$ cat src/rtl/br_lite_local_arbiter_if.sv
// BrLite flit type and the signal bundle between the local arbiter, its on-tile
// requesters and router port BR_LOCAL.
package br_lite_local_arbiter_pkg;
  localparam int BR_IDW = 4;

  typedef struct packed {
    logic [15:0]       payload;
    logic [15:0]       target;
    logic [15:0]       source;
    logic [BR_IDW-1:0] id;
    logic [3:0]        service;
  } br_data_t;
endpackage

interface br_lite_local_arbiter_if #(parameter int N_REQ = 4);
  localparam int GW = $clog2(N_REQ);

  br_lite_local_arbiter_pkg::br_data_t [N_REQ-1:0] rq_flit_i;
  logic [N_REQ-1:0]                    rq_valid_i;
  logic [N_REQ-1:0]                    rq_done_o;
  logic [N_REQ-1:0]                    rq_err_o;
  br_lite_local_arbiter_pkg::br_data_t br_flit_o;
  logic                                br_req_o;
  logic                                br_ack_i;
  logic                                br_busy_i;
  logic [GW-1:0]                       grant_o;
  logic                                err_sticky_o;

  modport slave (
    input  rq_flit_i, rq_valid_i, br_ack_i, br_busy_i,
    output rq_done_o, rq_err_o, br_flit_o, br_req_o, grant_o, err_sticky_o
  );

  modport master (
    output rq_flit_i, rq_valid_i, br_ack_i, br_busy_i,
    input  rq_done_o, rq_err_o, br_flit_o, br_req_o, grant_o, err_sticky_o
  );
endinterface

$ cat src/rtl/br_lite_local_arbiter.sv
// Round-robin arbiter sharing the BrLite LOCAL port among N_REQ requesters; it stamps
// source/id on each flit and runs the router's 4-phase req/ack handshake.
module br_lite_local_arbiter
  import br_lite_local_arbiter_pkg::*;
#(
  parameter logic [15:0] ADDRESS = 16'h0000,
  parameter int          N_REQ   = 4,
  parameter int          TIMEOUT = 1024
) (
  input  logic                   clk_i,
  input  logic                   rst_i,
  br_lite_local_arbiter_if.slave bus
);

  localparam int GW = $clog2(N_REQ);
  localparam int TW = (TIMEOUT > 1) ? $clog2(TIMEOUT) : 1;
  localparam logic [TW-1:0] T_LAST = TW'((TIMEOUT > 0) ? TIMEOUT - 1 : 0);

  typedef enum logic [1:0] {IDLE, WAIT_FREE, REQ, DROP} state_t;

  state_t            state_q, state_d;
  logic [GW-1:0]     grant_q, grant_d;
  br_data_t          flit_q, flit_d;
  logic [BR_IDW-1:0] idCnt_q, idCnt_d;
  logic [TW-1:0]     toCnt_q, toCnt_d;
  logic [N_REQ-1:0]  done_q, done_d;
  logic [N_REQ-1:0]  err_q, err_d;
  logic              sticky_q, sticky_d;

  logic [GW-1:0]     pick;
  logic [GW-1:0]     idx;
  logic              found;

  // Search starts one past the last grant so every pending requester gets a turn.
  always_comb begin
    pick  = grant_q;
    idx   = grant_q;
    found = 1'b0;
    for (int k = 1; k <= N_REQ; k++) begin
      idx = GW'((int'(grant_q) + k) % N_REQ);
      if (!found && bus.rq_valid_i[idx]) begin
        found = 1'b1;
        pick  = idx;
      end
    end
  end

  always_ff @(posedge clk_i or posedge rst_i) begin
    if (rst_i) begin
      state_q  <= IDLE;
      grant_q  <= GW'(N_REQ - 1);
      flit_q   <= '0;
      idCnt_q  <= '0;
      toCnt_q  <= '0;
      done_q   <= '0;
      err_q    <= '0;
      sticky_q <= 1'b0;
    end else begin
      state_q  <= state_d;
      grant_q  <= grant_d;
      flit_q   <= flit_d;
      idCnt_q  <= idCnt_d;
      toCnt_q  <= toCnt_d;
      done_q   <= done_d;
      err_q    <= err_d;
      sticky_q <= sticky_d;
    end
  end

  always_comb begin
    state_d  = state_q;
    grant_d  = grant_q;
    flit_d   = flit_q;
    idCnt_d  = idCnt_q;
    toCnt_d  = toCnt_q;
    done_d   = '0;
    err_d    = '0;
    sticky_d = sticky_q;
    case (state_q)
      IDLE: begin
        if (found) begin
          grant_d       = pick;
          flit_d        = bus.rq_flit_i[pick];
          flit_d.source = ADDRESS;
          flit_d.id     = idCnt_q;
          state_d       = WAIT_FREE;
        end
      end
      WAIT_FREE: begin
        // A lingering ack from the previous transfer must clear before a new request.
        if (!bus.br_busy_i && !bus.br_ack_i) begin
          toCnt_d = '0;
          state_d = REQ;
        end
      end
      REQ: begin
        if (bus.br_ack_i) begin
          done_d[grant_q] = 1'b1;
          idCnt_d         = idCnt_q + BR_IDW'(1);
          state_d         = DROP;
        end else if ((TIMEOUT != 0) && (toCnt_q == T_LAST)) begin
          done_d[grant_q] = 1'b1;
          err_d[grant_q]  = 1'b1;
          sticky_d        = 1'b1;
          state_d         = DROP;
        end else begin
          toCnt_d = toCnt_q + TW'(1);
        end
      end
      DROP: begin
        if (!bus.br_ack_i) state_d = IDLE;
      end
      default: state_d = IDLE;
    endcase
  end

  assign bus.br_req_o     = (state_q == REQ);
  assign bus.br_flit_o    = flit_q;
  assign bus.rq_done_o    = done_q;
  assign bus.rq_err_o     = err_q;
  assign bus.grant_o      = grant_q;
  assign bus.err_sticky_o = sticky_q;

endmodule

$ cat src/flat_wrapper.sv
// flat-port wrapper written by rule: the top's interface ports become plain ports
module br_lite_local_arbiter_flat import br_lite_local_arbiter_pkg::*;
#(
  parameter logic [15:0] ADDRESS = 16'h0000,
  parameter int          N_REQ   = 4,
  parameter int          TIMEOUT = 1024
)
  (clk_i, rst_i, bus_rq_flit_i, bus_rq_valid_i, bus_br_ack_i, bus_br_busy_i, bus_rq_done_o, bus_rq_err_o, bus_br_flit_o, bus_br_req_o, bus_grant_o, bus_err_sticky_o);
  br_lite_local_arbiter_if #(.N_REQ(N_REQ)) bus_i ();
  input  logic clk_i;
  input  logic rst_i;
  input wire logic [$bits(bus_i.rq_flit_i)-1:0] bus_rq_flit_i;
  input wire logic [$bits(bus_i.rq_valid_i)-1:0] bus_rq_valid_i;
  input wire logic [$bits(bus_i.br_ack_i)-1:0] bus_br_ack_i;
  input wire logic [$bits(bus_i.br_busy_i)-1:0] bus_br_busy_i;
  output wire logic [$bits(bus_i.rq_done_o)-1:0] bus_rq_done_o;
  output wire logic [$bits(bus_i.rq_err_o)-1:0] bus_rq_err_o;
  output wire logic [$bits(bus_i.br_flit_o)-1:0] bus_br_flit_o;
  output wire logic [$bits(bus_i.br_req_o)-1:0] bus_br_req_o;
  output wire logic [$bits(bus_i.grant_o)-1:0] bus_grant_o;
  output wire logic [$bits(bus_i.err_sticky_o)-1:0] bus_err_sticky_o;
  assign bus_i.rq_flit_i = bus_rq_flit_i;
  assign bus_i.rq_valid_i = bus_rq_valid_i;
  assign bus_i.br_ack_i = bus_br_ack_i;
  assign bus_i.br_busy_i = bus_br_busy_i;
  assign bus_rq_done_o = bus_i.rq_done_o;
  assign bus_rq_err_o = bus_i.rq_err_o;
  assign bus_br_flit_o = bus_i.br_flit_o;
  assign bus_br_req_o = bus_i.br_req_o;
  assign bus_grant_o = bus_i.grant_o;
  assign bus_err_sticky_o = bus_i.err_sticky_o;
  br_lite_local_arbiter #(.ADDRESS(ADDRESS), .N_REQ(N_REQ), .TIMEOUT(TIMEOUT)) u_core (.clk_i(clk_i), .rst_i(rst_i), .bus(bus_i));
endmodule
$ cat config.mk
export PLATFORM = sky130hd
export DESIGN_NAME = br_lite_local_arbiter_flat
export DESIGN_NICKNAME = d
export VERILOG_FILES = /design/src/rtl/br_lite_local_arbiter_if.sv /design/src/rtl/br_lite_local_arbiter.sv /design/src/flat_wrapper.sv
export SDC_FILE = /design/constraint.sdc
export NUM_CORES = 1
export LEC_CHECK = 0
export ABC_AREA = 1
export BUFFER_PORTS_ARGS = -buffer_cell sky130_fd_sc_hd__buf_2
export CAP_MARGIN = 25
export CORE_AREA = 4 4 115 117
export DETAILED_ROUTE_END_ITERATION = 10
export DIE_AREA = 0 0 119 121
export GPL_TIMING_DRIVEN = 0
export PLACE_DENSITY = 0.83
export SETUP_SLACK_MARGIN = 0.05
export SYNTH_ARGS = -nofsm -noshare
export SYNTH_HDL_FRONTEND = slang
export SYNTH_SLANG_ARGS = --single-unit
$ cat constraint.sdc
create_clock -name clk_i -period 2.6 [get_ports clk_i]
set_clock_uncertainty 0.1 [all_clocks]
set_input_delay 0.39 -clock clk_i [delete_from_list [all_inputs] [get_ports clk_i]]
set_output_delay 0.39 -clock clk_i [all_outputs]
set_load 0.02 [all_outputs]
==> results.toml <==
[synth]
ys_warn_count = 0
ys_seq_area_share_pct = 35.6
synth.area.top_cells = "dfrtp_1, nand3_1, nand2_1, nand3_2, buf_4"
synthFlopType = "dfrtp_1"
async_flop_share_pct = 100
yosys.area.top_type = "dfrtp_1"
synth-seq-cells = 67
synth_edf_count = 0
synth_common_cells = "nand3_1, nand2_1, dfrtp_1"
yosysMostFrequentCell = "nand3_1"
synthCells = 637
syn_avg_cell_area_um2 = 7.41
synth_area_mm2 = 0.00472
yosysTopAreaCellShare_pct = 34.5
synth.distinct_cells = 32

[clock_network]
h-tree-depth = 3
cts_sinks = 67
clk_pin_slew_ns = 0.06
clk-insertion-delay-late_ns = 0.33
tritoncts = "done"
clock-root-buffer = "clkbuf_16"
clockBufferDepth = 2
numCtsBuffers = 9

[setup_path]
worstPathRequired_ns = 2.71
cp_num_buf_inv = 6
cp_cell_sequence = "buf_12, inv_8, ha_4, inv_1, nand2_2, nand2_2, inv_4, nand3_4, buf_8, buf_4, nand3_1, nand3_1, nand3_1, nand2_1"
arrival_ns = 2.54
end_kind = "flop"
slowest_stage = "dfstp_2"
crit_family = "buffers and inverters"
cp_common_cell = "nand3_1"
crit_type = "reg2reg"
worst-path-max-fanout = 10
start_kind = "flop"
max_stage_delay_ns = 0.55

[pwr]
power.density_mw_per_mm2 = 1710
irDropWorstVdd_mv = 0.864
p_leak_nw = 3.49

[sta]
slew_headroom_pct = 43.6
fmax_mhz = 412
fin_crit_ns = 2.43
hold_violations = 0
finalMaxSlewViolations = 0
tightest_slew_ns = 0.847
rsz0062_at_grt = "no"
setup_viol = 0
worst_slack_ns = 0.174
fin_crit_sh_pct = 93.3

[die]
core_area_mm2 = 0.0124
die_x_um = 119
die_h_um = 121
die_area_mm2 = 0.0144
rows = 41
io_pins = 300
initial_core_util_pct = 38.2

[routing]
ant_nets = 0
drc = 0
drtIter0Drc = 538
wire_per_inst_um = 15.2
drt_wl_total_um = 15900
drtPass1Iterations = 5
viasPerCell = 5.06
vias = 5306

[global_route]
grt_max_degree = 68
grt_overflow = 0
grt_usage_pct = 21.3
grt_pass1_wl_um = 24600
antenna_found_initial = 0
grt_pass1_vias = 5025

[layout]
syn2layout_area_growth_pct = 36.3
final_net_count = 1114
drive_above_1_share_pct = 37.6
diodes = 0
final_cell_count_no_fill = 1049

[placed_design]
portBuffers = 203
routabilityCongestion = 0.890
placedCellCount = 1027
pre_cts_slack_ns = -0.0438
dp_hpwl_um = 12100

[hold_path]
hold_class = "in2async"

[outcome]
outcome = "completed"

[flow_run]
drv_cap = 0
sequential cells by signal, summed over array words and instances, names as in the netlist:
signal / cells
u_core.bus.rq_err_o: 4
u_core.bus.grant_o: 2
u_core.bus.err_sticky_o: 1
u_core.idCnt_q: 4
u_core.bus.rq_done_o: 4
u_core.state_q: 2
u_core.bus.br_flit_o: 40
u_core.toCnt_q: 10
cells in the final DEF, fill, tap and decap left out, types with 3 or more instances in the layout:
| cell | instances |
|---|---|
| clkbuf_16 | 9 |
| buf_2 | 223 |
| buf_6 | 9 |
| nand2_2 | 11 |
| buf_4 | 26 |
| nor2_1 | 18 |
| nand3_1 | 209 |
| xor2_1 | 5 |
| nand2_1 | 155 |
| a21oi_1 | 3 |
| buf_8 | 3 |
| ha_1 | 9 |
| nand3_2 | 21 |
| conb_1 | 16 |
| o21ai_0 | 14 |
| o31ai_1 | 4 |
| nand4_1 | 6 |
| nor3_1 | 3 |
| inv_1 | 31 |
| dfrtp_1 | 65 |
| nand2_4 | 8 |
metrics by stage:
stage,area (um2),hold slack [ns],utilization (%),total power [mW],TNS [ns]
after floorplan,4780,0.346,-,7.30,0
after global placement,6010,0.344,48.6,9.15,-27.54
after detailed placement,6010,0.349,48.6,9.31,-0.440
after CTS,6350,0.163,51.4,10.7,0
after global routing,6440,0.210,52.1,12.0,0
final,6440,0.127,52.1,11.0,0
per-layer routing:
metal  global-route usage, %  part of all wire (%)
met1                    27.0                    41
met2                    36.5                    50
met3                    4.10                   7.3
met4                    7.24                   2.0
met5                       0                     0
layout make-up:
cell class / count / area (um2)
Fill cell: 1193 / 5930
Multi-Input combinational cell: 491 / 2550
Sequential cell: 67 / 1680
Timing Repair Buffer: 209 / 1070
Buffer: 58 / 439
Clock buffer: 10 / 239
Tap cell: 172 / 215
Inverter: 36 / 148
Clock inverter: 6 / 88.8
repair_timing:
action / in CTS / in global routing
hold buffers: 0 / 0
pin swaps: 0 / 2
cloned: 0 / 0
setup buffers: 0 / 6
resized for setup: 1 / 8
endpoints found under the setup margin: 33 / 36
final timing paths:
| kind | cells after the start | slack (ns) | end | from |
|---|---|---|---|---|
| hold reg to reg | 2 | 0.36 | u_core.bus.err_sticky_o | u_core.bus.err_sticky_o |
| setup / recovery | 14 | 0.17 | u_core.bus.br_flit_o[1] | u_core.bus.grant_o[0] |
| max in group asynchronous | 2 | 1.71 | u_core.bus.rq_err_o[2] | rst_i |
| setup reg to reg | 14 | 0.17 | u_core.bus.br_flit_o[1] | u_core.bus.grant_o[0] |
| min in group clk_i | 5 | 0.28 | u_core.bus.br_flit_o[45] | bus_rq_flit_i[45] |
| hold / removal | 2 | 0.13 | u_core.bus.br_flit_o[3] | rst_i |
worst reg2reg max path, stage by stage, from the launching register on:
cell and delay, ns:
dfstp_2 0.55, buf_12 0.15, inv_8 0.07, ha_4 0.29, inv_1 0.08, nand2_2 0.08
nand2_2 0.08, inv_4 0.10, nand3_4 0.15, buf_8 0.17, buf_4 0.16, nand3_1 0.08
nand3_1 0.06, nand3_1 0.13, nand2_1 0.06
power by group:
group	leakage [nW]	internal (mW)	total [mW]	switching, mW
Sequential	0.840	1.50	1.74	0.248
Clock	0.155	0.865	1.33	0.466
Combinational	2.50	2.90	7.91	5.01
logic make-up (layout without fill, tap and decap cells):
family	after synthesis	after routing	synth area share [%]
fa+ha+maj	10	10	2.65
other cells	1	16	0.0794
buf+inv	94	319	11.8
simple gates	434	434	45.7
xor+xnor	7	7	1.30
compound gates	24	24	2.89
flops	67	67	35.6
(Power assumes the default switching activity.)
